--- src/rtl/wash_sequencer.sv ---
`default_nettype none
// ============================================================================
//  Module   : wash_sequencer
//  Purpose  : Washer program sequencer. Latches the selected program and the
//             step durations at start, then walks fill/wash/drain/spin/rinse
//             steps one tick (second) at a time, with pause/resume, a door
//             interlock, remaining-time reporting and a completion beep.
//  Revision : 1.0  initial release
// ============================================================================
module wash_sequencer #(
   parameter int BEEP_SECS = 3,   // ticks beep stays high after completion (1..15)
   parameter int TW        = 6    // width of per-step durations and stepLeft
) (
   input  logic          clk,
   input  logic          resetBtn,
   input  logic          tick,
   input  logic          runBtn,
   input  logic          openBtn,
   input  logic [2:0]    mode,
   input  logic [2:0]    waterTime,
   input  logic [TW-1:0] washTime,
   input  logic [TW-1:0] rinseTime,
   input  logic [TW-1:0] spinTime,
   output logic [1:0]    state,
   output logic [7:0]    stepLED,
   output logic [TW-1:0] stepLeft,
   output logic [8:0]    remain,
   output logic          finish,
   output logic          beep
);

   typedef enum logic [1:0] {
      S_IDLE  = 2'd0,
      S_RUN   = 2'd1,
      S_PAUSE = 2'd2,
      S_DONE  = 2'd3
   } state_t;

   // Step index 0..7 maps to stepLED bit 7..0:
   //   0 wIn, 1 wWash, 2 rOut, 3 rSpin, 4 rIn, 5 rRinse, 6 dOut, 7 dSpin

   // Which steps belong to the programs selected by a mode word.
   function automatic logic [7:0] step_enables(input logic [2:0] m);
      return {m[0], m[0], m[1], m[1], m[1], m[1], m[2], m[2]};
   endfunction

   // Duration of a step given the (already zero-substituted) times.
   function automatic logic [TW-1:0] step_dur(input logic [2:0]    idx,
                                             input logic [2:0]    w,
                                             input logic [TW-1:0] wa,
                                             input logic [TW-1:0] ri,
                                             input logic [TW-1:0] sp);
      logic [TW-1:0] d;
      case (idx)
         3'd1:       d = wa;
         3'd3, 3'd7: d = sp;
         3'd5:       d = ri;
         default:    d = TW'(w);
      endcase
      return d;
   endfunction

   // One-hot LED pattern for a step index.
   function automatic logic [7:0] step_led(input logic [2:0] idx);
      return 8'h80 >> idx;
   endfunction

   // ------------------------------------------------------------------------
   // State and latched configuration
   // ------------------------------------------------------------------------
   state_t        state_q,  state_d;
   logic [2:0]    mode_q,   mode_d;
   logic [2:0]    water_q,  water_d;
   logic [TW-1:0] wash_q,   wash_d;
   logic [TW-1:0] rinse_q,  rinse_d;
   logic [TW-1:0] spin_q,   spin_d;
   logic [2:0]    step_q,   step_d;
   logic [7:0]    led_q,    led_d;
   logic [TW-1:0] left_q,   left_d;
   logic [8:0]    remain_q, remain_d;
   logic          finish_q, finish_d;
   logic          beep_q,   beep_d;
   logic [3:0]    bcnt_q,   bcnt_d;

   // ------------------------------------------------------------------------
   // Start-time view of the inputs (zero durations count as one second)
   // ------------------------------------------------------------------------
   logic [2:0]    w_water_nz;
   logic [TW-1:0] w_wash_nz;
   logic [TW-1:0] w_rinse_nz;
   logic [TW-1:0] w_spin_nz;
   logic [7:0]    w_en_in;
   logic [7:0]    w_en_q;
   logic [8:0]    w_start_total;

   assign w_water_nz = (waterTime == 3'd0) ? 3'd1 : waterTime;
   assign w_wash_nz  = (washTime  == '0)   ? TW'(1) : washTime;
   assign w_rinse_nz = (rinseTime == '0)   ? TW'(1) : rinseTime;
   assign w_spin_nz  = (spinTime  == '0)   ? TW'(1) : spinTime;
   assign w_en_in    = step_enables(mode);
   assign w_en_q     = step_enables(mode_q);

   // Whole-program length: water steps appear once in wash, twice in rinse
   // and once in dry; the total fits 9 bits for the default widths.
   assign w_start_total =
        (mode[2] ? (9'(w_water_nz) + 9'(w_wash_nz)) : 9'd0)
      + (mode[1] ? (9'(w_water_nz) + 9'(w_water_nz) + 9'(w_spin_nz) + 9'(w_rinse_nz)) : 9'd0)
      + (mode[0] ? (9'(w_water_nz) + 9'(w_spin_nz)) : 9'd0);

   // First enabled step of the requested program.
   logic [2:0] w_first_idx;
   always_comb begin
      w_first_idx = 3'd0;
      for (int j = 7; j >= 0; j--) begin
         if (w_en_in[j]) w_first_idx = 3'(j);
      end
   end

   // Next enabled step after the current one in the latched program.
   logic [2:0] w_next_idx;
   logic       w_has_next;
   always_comb begin
      w_next_idx = 3'd0;
      w_has_next = 1'b0;
      for (int j = 7; j >= 0; j--) begin
         if (w_en_q[j] && (3'(j) > step_q)) begin
            w_next_idx = 3'(j);
            w_has_next = 1'b1;
         end
      end
   end

   // Next-state and output computation for the sequencer FSM.
   always_comb begin
      state_d  = state_q;
      mode_d   = mode_q;
      water_d  = water_q;
      wash_d   = wash_q;
      rinse_d  = rinse_q;
      spin_d   = spin_q;
      step_d   = step_q;
      led_d    = led_q;
      left_d   = left_q;
      remain_d = remain_q;
      finish_d = 1'b0;
      beep_d   = beep_q;
      bcnt_d   = bcnt_q;

      unique case (state_q)
         S_IDLE: begin
            // Start needs a program and a closed door; any tick this cycle
            // is not counted against the first step.
            if (runBtn && (mode != 3'd0) && !openBtn) begin
               state_d  = S_RUN;
               mode_d   = mode;
               water_d  = w_water_nz;
               wash_d   = w_wash_nz;
               rinse_d  = w_rinse_nz;
               spin_d   = w_spin_nz;
               step_d   = w_first_idx;
               led_d    = step_led(w_first_idx);
               left_d   = step_dur(w_first_idx, w_water_nz, w_wash_nz,
                                   w_rinse_nz, w_spin_nz);
               remain_d = w_start_total;
            end
         end

         S_RUN: begin
            // Pause request beats a coincident tick, which is dropped.
            if (runBtn || openBtn) begin
               state_d = S_PAUSE;
            end else if (tick) begin
               if (left_q <= TW'(1)) begin
                  if (w_has_next) begin
                     step_d   = w_next_idx;
                     led_d    = step_led(w_next_idx);
                     left_d   = step_dur(w_next_idx, water_q, wash_q,
                                         rinse_q, spin_q);
                     remain_d = (remain_q != 9'd0) ? remain_q - 9'd1 : 9'd0;
                  end else begin
                     state_d  = S_DONE;
                     led_d    = 8'h00;
                     left_d   = '0;
                     remain_d = 9'd0;
                     finish_d = 1'b1;
                     beep_d   = 1'b1;
                     bcnt_d   = 4'(BEEP_SECS);
                  end
               end else begin
                  left_d   = left_q - TW'(1);
                  remain_d = (remain_q != 9'd0) ? remain_q - 9'd1 : 9'd0;
               end
            end
         end

         S_PAUSE: begin
            // Only an explicit run press with the door shut resumes.
            if (runBtn && !openBtn) state_d = S_RUN;
         end

         S_DONE: begin
            if (tick) begin
               if (bcnt_q <= 4'd1) begin
                  bcnt_d  = 4'd0;
                  beep_d  = 1'b0;
                  state_d = S_IDLE;
               end else begin
                  bcnt_d = bcnt_q - 4'd1;
               end
            end
         end

         default: state_d = S_IDLE;
      endcase
   end

   // State register with synchronous reset clearing all state and config.
   always_ff @(posedge clk) begin
      if (resetBtn) begin
         state_q  <= S_IDLE;
         mode_q   <= 3'd0;
         water_q  <= 3'd0;
         wash_q   <= '0;
         rinse_q  <= '0;
         spin_q   <= '0;
         step_q   <= 3'd0;
         led_q    <= 8'h00;
         left_q   <= '0;
         remain_q <= 9'd0;
         finish_q <= 1'b0;
         beep_q   <= 1'b0;
         bcnt_q   <= 4'd0;
      end else begin
         state_q  <= state_d;
         mode_q   <= mode_d;
         water_q  <= water_d;
         wash_q   <= wash_d;
         rinse_q  <= rinse_d;
         spin_q   <= spin_d;
         step_q   <= step_d;
         led_q    <= led_d;
         left_q   <= left_d;
         remain_q <= remain_d;
         finish_q <= finish_d;
         beep_q   <= beep_d;
         bcnt_q   <= bcnt_d;
      end
   end

   assign state    = state_q;
   assign stepLED  = led_q;
   assign stepLeft = left_q;
   assign remain   = remain_q;
   assign finish   = finish_q;
   assign beep     = beep_q;

endmodule
`default_nettype wire

--- config.mk ---
export PLATFORM = sky130hd
export DESIGN_NAME = wash_sequencer
export DESIGN_NICKNAME = d
export VERILOG_FILES = /design/src/rtl/wash_sequencer.sv
export SDC_FILE = /design/constraint.sdc
export NUM_CORES = 1
export LEC_CHECK = 0
export BUFFER_PORTS_ARGS = -buffer_cell sky130_fd_sc_hd__buf_2
export CORE_MARGIN = 8
export CORE_UTILIZATION = 23
export DETAILED_ROUTE_END_ITERATION = 6
export GPL_ROUTABILITY_DRIVEN = 0
export SLEW_MARGIN = 40
export SYNTH_ARGS = -nofsm -noshare
export SYNTH_HDL_FRONTEND = slang
export SYNTH_SLANG_ARGS = --single-unit
--- constraint.sdc ---
create_clock -name clk -period 14.7 [get_ports clk]
set_clock_uncertainty 0.2 [all_clocks]
set_input_delay 2.94 -clock clk [delete_from_list [all_inputs] [get_ports clk]]
set_output_delay 2.94 -clock clk [all_outputs]
set_load 0.01 [all_outputs]
---- After elaboration in Yosys (flattened, before gate mapping) ----
Index checks and enable logic that the tools add are counted.
operators by class
  divide/modulo/power cells ............... 0
  multiply operators ...................... 0
  reduce and logical (&&, ||, !) cells .... 32
  shift-type cells ........................ 2
  bitwise gates (word level) .............. 3
  equality and inequality tests ........... 23
  muxes and demuxes ....................... 77
  $add $sub $neg .......................... 10
  magnitude comparators ................... 10
operators by type and width
  operator                                                             count
  9-bit 2-to-1 mux                                                     6
  3-bit 2-to-1 mux                                                     17
  6-bit 2-to-1 mux                                                     8
  8-bit 2-to-1 mux                                                     6
  6-bit one-hot mux with 3 select lines                                2
  4-bit 2-to-1 mux                                                     6
  6-bit logical NOT                                                    3
  2-bit != test (second input constant)                                9
  9-bit one-hot mux with 2 select lines                                1
  2-bit 2-to-1 mux                                                     8
  8-bit one-hot mux with 2 select lines                                1
  8-bit by 3-bit right shift with 8-bit output (first input constant)  2
  1-bit 2-to-1 mux                                                     15
  3-bit by 6-bit adder with 7-bit output                               2
  7-bit 2-to-1 mux                                                     2
  7-bit AND reduction                                                  2
  3-bit == test (second input constant)                                4
  3-bit greater-than comparator (first input constant)                 4
  6-bit one-hot mux with 2 select lines                                1
  6-bit AND reduction                                                  2
  1-bit logical AND                                                    11
  7-bit by 8-bit adder with 9-bit output                               1
  9-bit by 7-bit adder with 9-bit output                               1
  3-bit != test (second input constant)                                3
  other kinds (31)                                                     40
word-level totals
  flip-flop bits (word level) ............. 58
  ROM bits ................................ 0
  bits of input ports ..................... 29
  latch bits .............................. 0
  memories kept ........................... 0
  RAM bits ................................ 0
  word-level logic and storage cells ...... 170
  output and inout port bits .............. 27

---- Longest topological paths before layout ----
Gate-level depths: netlist of run 1.
  word-level depth ........................ 18
  gate-level depth with buffers ........... 20

---- Worst setup path before layout of run 1 ----
OpenSTA, ideal clock, no wires.
  kind .................................... input to register
  start ................................... input waterTime[1]
  end ..................................... register remain_q[7], in the netlist remain[7]
  library setup time ...................... 0.134 ns
  data arrival time ....................... 6.597 ns
  slack ................................... 7.769 ns
  cell stages on the path ................. 20
  cells stage by stage .................... inv_1 -> a21oi_1 -> fa_1 -> inv_1 -> ha_1 -> fa_1 -> a21oi_1 -> nor2_1 -> nor2_1 -> xnor2_1 -> nand2_1 -> fa_1 -> inv_1 -> ha_1 -> o21a_1 -> o31a_1 -> o21a_1 -> or3_1 -> a32oi_1 -> o22ai_1
between the ends
  longest elaborated chain between the ends .. 10
  elaborated cells on any way between the ends .. 14
  classes of those cells .................. 7 x add/sub; 6 x mux; 1 x reduce/logical
ends and longest elaborated chain
  what                                      line  text
  from (decl)                               20    input logic [2:0] waterTime,
  3-bit logical NOT                         96    assign w_water_nz = (waterTime == 3'd0) ? 3'd1 : waterTime;
  3-bit 2-to-1 mux *                        96
  3-bit by 3-bit adder with 4-bit output    107   + (mode[1] ? (9'(w_water_nz) + 9'(w_water_nz) + 9'(w_spin_nz) + 9'(w_rinse_nz)) : 9'd0)
  4-bit by 6-bit adder with 7-bit output    107
  7-bit by 6-bit adder with 8-bit output    107
  8-bit 2-to-1 mux                          107
  7-bit by 8-bit adder with 9-bit output    107
  9-bit by 7-bit adder with 9-bit output *  108   + (mode[0] ? (9'(w_water_nz) + 9'(w_spin_nz)) : 9'd0);
  9-bit 2-to-1 mux *                        153   if (runBtn && (mode != 3'd0) && !openBtn) begin
  9-bit one-hot mux with 2 select lines *   149   unique case (state_q)
  to (signal assigned)                      243   remain_q <= remain_d;
  to (decl)                                 80    logic [8:0] remain_q, remain_d;
Mark *: on every way between the ends. The rest lies on a longest branch, timed or not. The select of a mux whose other input is x is not followed.
A chain may end at the register's enable or synchronous reset.

---- Final worst setup path of run 1 ----
Ends and elaborated chain as after synthesis.

==> results of run 1 <==
==> state kept, by name, summed over array words and instances (netlist names) <==
name,count
remain,9
stepLED,8
rinse_q,6
spin_q,6
stepLeft,6
wash_q,6
bcnt_q,4
mode_q,3
step_q,3
water_q,3
state,2
beep,1
finish,1
==> layout by cell type, fill, tap and decap left out, types with 6 or more instances in the layout <==
cell type | Yosys | layout
a211oi_1 | 9 | 9
ha_1 | 26 | 26
nor2_1 | 51 | 50
o21ai_0 | 13 | 13
nor2b_1 | 6 | 6
and2_1 | 6 | 6
a22oi_1 | 6 | 6
a21o_1 | 7 | 7
xnor2_1 | 11 | 11
nor3_1 | 14 | 13
fa_1 | 14 | 14
nand2b_1 | 10 | 10
xor2_1 | 6 | 6
clkbuf_16 | 0 | 9
dfxtp_1 | 58 | 58
nand2_1 | 77 | 77
inv_1 | 43 | 43
buf_2 | 9 | 55
a21oi_1 | 46 | 45
nand3_1 | 9 | 9
==> cell type report <==
type,count,area share
Tap cell,234,0.05789
Inverter,43,0.03191
Clock inverter,7,0.02004
Sequential cell,58,0.2296
Timing Repair Buffer,59,0.06037
Clock buffer,9,0.04453
Multi-Input combinational cell,411,0.5557
==> stage by stage <==
step,setup WS [ns],power (mW)
finish,7.650,0.5680
global placement,7.415,0.3381
floorplan,7.769,0.2988
CTS,7.642,0.5721
detailed placement,7.299,0.3394
global route,7.374,0.6017
==> power by group through the flow <==
stage	clock network, mW	registers (mW)	logic, mW
finish	0.230	0.176	0.162
global route	0.242	0.178	0.182
CTS	0.235	0.176	0.162
detailed placement	0	0.179	0.160
global placement	0	0.179	0.159
floorplan	0	0.177	0.122
==> critical path: cells and delay by family <==
| family | cells | cell delay, ns |
|---|---|---|
| and+or+nand+nor | 4 | 0.60 |
| buffers and inverters | 4 | 0.36 |
| adders and majority gates | 5 | 1.97 |
| xor gates and xnor gates | 1 | 0.13 |
| AOI/OAI and AO/OA | 7 | 1.02 |
==> routing by layer <==
| metal | part of all wire | global-route usage | wire [um] | vias up |
|---|---|---|---|---|
| met4 | 0.0083 | 0.02713 | 107 | 0 |
| met5 | 0 | 0 | 0 | - |
| met1 | 0.51 | 0.1639 | 6537 | 1883 |
| li1 | - | - | - | 1994 |
| met2 | 0.41 | 0.1559 | 5350 | 136 |
| met3 | 0.071 | 0.02581 | 917 | 9 |
==> synthesized netlist by cell type, drive strengths merged (5+ instances only) <==
library cell | count | share of area
nor2 | 53 | 0.049
fa | 14 | 0.066
nand2b | 10 | 0.015
clkbuf | 27 | 0.024
a21oi | 47 | 0.056
or3 | 5 | 0.0085
nand2 | 78 | 0.069
a22oi | 6 | 0.011
nor2b | 6 | 0.0088
xnor2 | 11 | 0.023
nor4 | 5 | 0.0088
o211ai | 5 | 0.0088
o21ai | 13 | 0.015
and2 | 6 | 0.0088
nand3 | 9 | 0.011
a31oi | 5 | 0.0073
a221oi | 5 | 0.010
buf | 11 | 0.015
nor3 | 15 | 0.020
xor2 | 6 | 0.012
dfxtp | 58 | 0.27
a211oi | 9 | 0.016
a21o | 7 | 0.012
ha | 26 | 0.076
inv | 43 | 0.038
==> kinds of logic (layout without fill, tap and decap cells) <==
| logic type | Yosys count | after routing | synth area share |
|---|---|---|---|
| XOR/XNOR | 17 | 17 | 0.03482 |
| buffers and inverters | 81 | 118 | 0.07636 |
| flip-flops | 58 | 58 | 0.2715 |
| AO/OA/AOI/OAI | 143 | 143 | 0.2303 |
| adder cells (fa/ha/maj) | 40 | 40 | 0.1416 |
| multiplexers | 3 | 3 | 0.008191 |
| AND/OR/NAND/NOR | 208 | 208 | 0.2373 |
==> worst paths after layout <==
path	start	endpoint
worst min register to register	beep$_SDFFE_PP0P_	beep$_SDFFE_PP0P_
worst max-delay path	waterTime[1]	remain[7]$_SDFFE_PP0P_
worst min-delay path	beep$_SDFFE_PP0P_	beep$_SDFFE_PP0P_
worst max register to register	state[0]$_SDFFE_PP0P_	stepLeft[1]$_SDFFE_PP0P_
==> results.md, run 1 <==
* Outcome: complete, no violations
* Flop pwr share at 0.310
* Drt pass-1 iters at 6
* Antenna Diode Count at 0
* Yosys reg bits at 58
* Total gr overflow at 0
* Max FO, Critical Path at 6
* Clock root cell: clkbuf_16
* Synthesized area at around 0.0043 mm^2
* Logic gate share of total power at 0.285
* Area of the multi-input gates at 0.002810 mm^2
* Non-Filler Instances at 821
* R2R cell count at 5
* Final period util at 0.4796
* Routed wire length at 12,910 um
* # DRC at 0
* Fillcell total at 2,005
* Syn Inst Count at 550
* Critical path class: in2reg
* Worst-Margin Slew at just under 0.7 ns
* Sw Share at 0.3267
* Seq/Total Area, Yosys at 0.2715
* Post-synthesis async set-or-reset flop share at 0
* Die H at 152.4 um
* Die Width at 152.4 um
* Hold depth at 2
* Routed vias at about 4,000
* CTS Sinks at between 50 and 60
* Vias in the first global route at between 3,000 and 4,000
* Pwr Density at 112.3 mW/mm^2
* RSZ-0062 raised after global routing: no
* Iter 0 DRT Violations at 277
* Int Pwr at 382.4 uW
* H-tree level count at 3
* Share of cells above drive strength 1 at 0.1635
* CTS Hold Bufs at 0
* Initial core utilization at 0.2317
* Synth unique cells at 71
* Final core occ at 0.2740
* Antenna violations before repair at 0
* Synth Net Count at 619
* Final Setup Violations at 0
* Vias per cell at 4.899
* CTS buffer count at 9
* Dpl hpwl at 9822 um
* Placed Area at 0.004722 mm^2
* Site Rows at 50
* Post-synth EDFFs at 0
* Largest net degree at the start of global routing at slightly above 60
* Port Buffer Count at 55
* Hold Path Class: reg2reg
* Post-route setup TNS at 0 ns
* Clock share of power at 0.405
* Slowest cell on crit path: fa_1
* Switching power at 185.5 uW
* Synth warn at 0
* Wirelength per Cell at between 15 and 20 um
* Core Box Area at ~0.018 mm^2
* Peak supply drop at about 59 uV
* Final Cell Area at 0.005057 mm^2
* Worst hold slack at 0.2514 ns
* Fin crit period at 7.050 ns
* Sequential cell area at roughly 0.0012 mm^2
* Slew HR at 0.5514
* Placed cells at 805
* Area Overhead vs Synth at 18.26%
* Clock Tree Buf Depth at 2
* Register-to-register setup slack at 11.97 ns
* Syn Area/Cell at 7.776 um^2
* First-pass GRT wire length at roughly 21,000 um
* Max Fclk at 0.1418 GHz
* Total I/O pin count at 56
* Critical Path Source Type: primary input
* Max Cap Violations at 0
* GRT Util Overall at 0.1107
* CTS tree: yes
* Data required time at the worst endpoint at 14.68 ns
* CP Capture Type: flop
* Ordered cell list for the critical path: buf_2 > inv_1 > a21oi_1 > fa_1 > inv_1 > ha_1 > fa_1 > a21oi_1 > nor2_1 > nor2_1 > xnor2_1 > nand2_1 > fa_1 > inv_1 > ha_1 > o21a_1 > o31a_1 > o21a_1 > or3_1 > a32oi_1 > o22ai_1
* Predominant post-synthesis flop cell: dfxtp_1
* Clock-pin slew on the worst setup and hold paths at 0.06 ns
* Final net count at 651
* Post-DRT Antenna Nets at 0
* Critical Path AT at 7.03 ns
* Postcts setup bufs at 0
* Die Area at 0.02321 mm^2
* Clock latency on the worst-skew pair at roughly 0.33 ns
* Post_cts resized at 0
* Final hold violations at 0
* Leakage at 2.133 nW
* Final Max Slew Viols at 0
* CP peak stage delay at 0.53 ns
Power figures use the tool's default switching activity.
==> run 2: changes to the inputs <==
==> constraint.sdc (replaced) <==
create_clock -name clk -period 7.4 [get_ports clk]
set_clock_uncertainty 0.2 [all_clocks]
set_input_delay 1.48 -clock clk [delete_from_list [all_inputs] [get_ports clk]]
set_output_delay 1.48 -clock clk [all_outputs]
set_load 0.01 [all_outputs]
==> results.md, run 2 (synthesis gave the netlist of run 1 again) <==
* Final hold violations at 0 (unchanged)
* RR Startpoint: state[0]$_SDFFE_PP0P_
* Initial core utilization at 0.2317 (unchanged)
* Placed cells at 805 (unchanged)
* Worst Setup SP: waterTime[1]
* Port Buffer Count at 55 (unchanged)
* H-tree level count at 3 (unchanged)
* Worst-Margin Slew at 0.6799 ns (+0.007022 ns)
* Int Pwr at 759.7 uW (+99%)
* Core Box Area at 0.01846 mm^2 (unchanged)
* Final period util at 0.7580
* Fin crit period at 5.609 ns
* Max Fclk at 0.1783 GHz
* Die Area at 0.02321 mm^2 (unchanged)
* Max FO, Critical Path at 6 (unchanged)
* First-pass GRT wire length at 20,590 um (-1.7%)
* Most frequent cells in the layout: nand2_1, dfxtp_1, buf_2
* Fillcell total at 2,016 (+0.55%)
* Clock root cell: clkbuf_16
* CP peak stage delay at 0.53 ns (about the same)
* CTS buffer count at 9 (unchanged)
* Post-DRT Antenna Nets at 0 (unchanged)
* Pwr Density at 223.2 mW/mm^2 (+99%)
* Site Rows at 50 (unchanged)
* Final net count at 651 (unchanged)
* RSZ-0062 raised after global routing: no
* Gr busiest metal: met1
* Hold Path Class: reg2reg
* Data required time at the worst endpoint at 7.39 ns (-7.29 ns)
* Routed vias at 4,031 (+0.22%)
* Critical Path Source Type: primary input
* Vias in the first global route at 3,666 (-3.0%)
* Antenna violations before repair at 0 (unchanged)
* Slew HR at 0.5468 (-0.004681)
* Flop pwr share at 0.310 (about the same)
* Area Overhead vs Synth at 18.29% (about the same)
* Clock latency on the worst-skew pair at 0.34 ns (about the same)
* Final Setup Violations at 0 (unchanged)
* Area of the multi-input gates at 0.002810 mm^2 (unchanged)
* Peak supply drop at 111.3 uV (+88%)
* Final Max Slew Viols at 0 (unchanged)
* Clock share of power at 0.406 (about the same)
* Switching power at 369.5 uW (+99%)
* Logic gate share of total power at 0.284 (about the same)
* Total gr overflow at 0 (unchanged)
* CP delay by family, top: adder cells
* Critical path class: in2reg
* # DRC at 0 (unchanged)
* Wirelength per Cell at 15.76 um (+0.19%)
* Vias per cell at 4.910 (+0.22%)
* Dpl hpwl at 9919 um (+0.99%)
* Sequential cell area at 0.001161 mm^2 (unchanged)
* Slowest cell on crit path: fa_1
* Routed wire length at 12,940 um (+0.19%)
* Critical Path AT at 5.59 ns (-1.44 ns)
* Share of cells above drive strength 1 at 0.1635 (unchanged)
* Die H at 152.4 um (unchanged)
* Hold path startpoint: beep$_SDFFE_PP0P_
* CTS tree: yes
* Commonest non-fill, non-tap cell in the layout: nand2_1
* Max reg flops at 9 (unchanged)
* Clock Tree Buf Depth at 2 (unchanged)
* Drt pass-1 iters at 5 (-1)
* Total I/O pin count at 56 (unchanged)
* CP Capture Type: flop
* Iter 0 DRT Violations at 266 (-4.0%)
* Post-route setup TNS at 0 ns (unchanged)
* Largest net degree at the start of global routing at 61 (unchanged)
* CTS Sinks at 58 (unchanged)
* GRT met3 Usage at 0.02808 (+0.002269)
* M1 GR Usage at 0.1636 (-0.0002786)
* Outcome: complete, no violations
* Post_cts resized at 0 (unchanged)
* Clock-pin slew on the worst setup and hold paths at 0.06 ns (about the same)
* GRT Util Overall at 0.1106 (-0.0001463)
* Ordered cell list for the critical path: buf_2 > inv_1 > a21oi_1 > fa_1 > inv_1 > ha_1 > fa_1 > a21oi_1 > nor2_1 > nor2_1 > xnor2_1 > nand2_1 > fa_1 > inv_1 > ha_1 > o21a_1 > o31a_1 > o21a_1 > or3_1 > a32oi_1 > o22ai_1
* Non-Filler Instances at 821 (unchanged)
* Sw Share at 0.3272 (+0.0005840)
* Die Width at 152.4 um (unchanged)
* Max Cap Violations at 0 (unchanged)
* CP Buf/Inv Count at 4 (unchanged)
* Postcts setup bufs at 0 (unchanged)
* Antenna Diode Count at 0 (unchanged)
* Met2 Use GR at 0.1537 (-0.002144)
* CTS Hold Bufs at 0 (unchanged)
* Leakage at 2.137 nW (+0.17%)
run 2: changes by cell type in the layout (fill, tap and decap cells not counted):
| cell | delta |
|---|---|
| inv_6 | -1 |
| clkinvlp_4 | -1 |
| clkinv_4 | +2 |
run 2: worst reg2reg max path, cell delays in order, from the launching register on:
cell and delay (ns):
dfxtp_1 0.40, or3b_1 0.46, or3_2 0.71, nand2_2 0.39, o311ai_0 0.20, o221a_2 0.27
run 2: per-layer routing:
metal	wire length [um]	part of all wire	up-vias
met5	0	0	-
met4	118	0.0091	0
met3	767	0.059	11
met2	5345	0.41	128
met1	6708	0.52	1902
li1	-	-	1990
run 2: cell type report:
class	count	area share
Clock buffer	9	0.04452
Sequential cell	58	0.2295
Multi-Input combinational cell	411	0.5555
Timing Repair Buffer	59	0.06035
Clock inverter	7	0.02028
Tap cell	234	0.05788
Inverter	43	0.03191
run 2: worst paths after layout:
path	end	slack, ns	cells past startpoint
max	remain[7]$_SDFFE_PP0P_	1.79	21
max reg2reg	stepLeft[1]$_SDFFE_PP0P_	4.66	5
min	beep$_SDFFE_PP0P_	0.26	2
min reg2reg	beep$_SDFFE_PP0P_	0.26	2
run 2: power by group through the flow:
stage | combinational [mW] | sequential, mW | clock, mW
6_report | 0.321 | 0.350 | 0.458
5_1_grt | 0.361 | 0.353 | 0.486
4_1_cts | 0.321 | 0.349 | 0.468
3_5_place_dp | 0.319 | 0.356 | 0
3_3_place_gp | 0.316 | 0.355 | 0
2_1_floorplan | 0.241 | 0.352 | 0
run 2: through the flow:
step                      power, mW  hold WS (ns)  worst slack, ns    util  instance area (um^2)
final                         1.129        0.2553            1.791  0.2741                  5059
after global routing          1.199        0.2699            1.459  0.2741                  5059
after CTS                     1.138        0.2574            1.778  0.2736                  5050
after detailed placement     0.6747        0.2467            1.438  0.2559                  4722
after global placement       0.6717        0.2425            1.575  0.2555                  4715
after floorplan              0.5937        0.2313            1.929       -                  4277
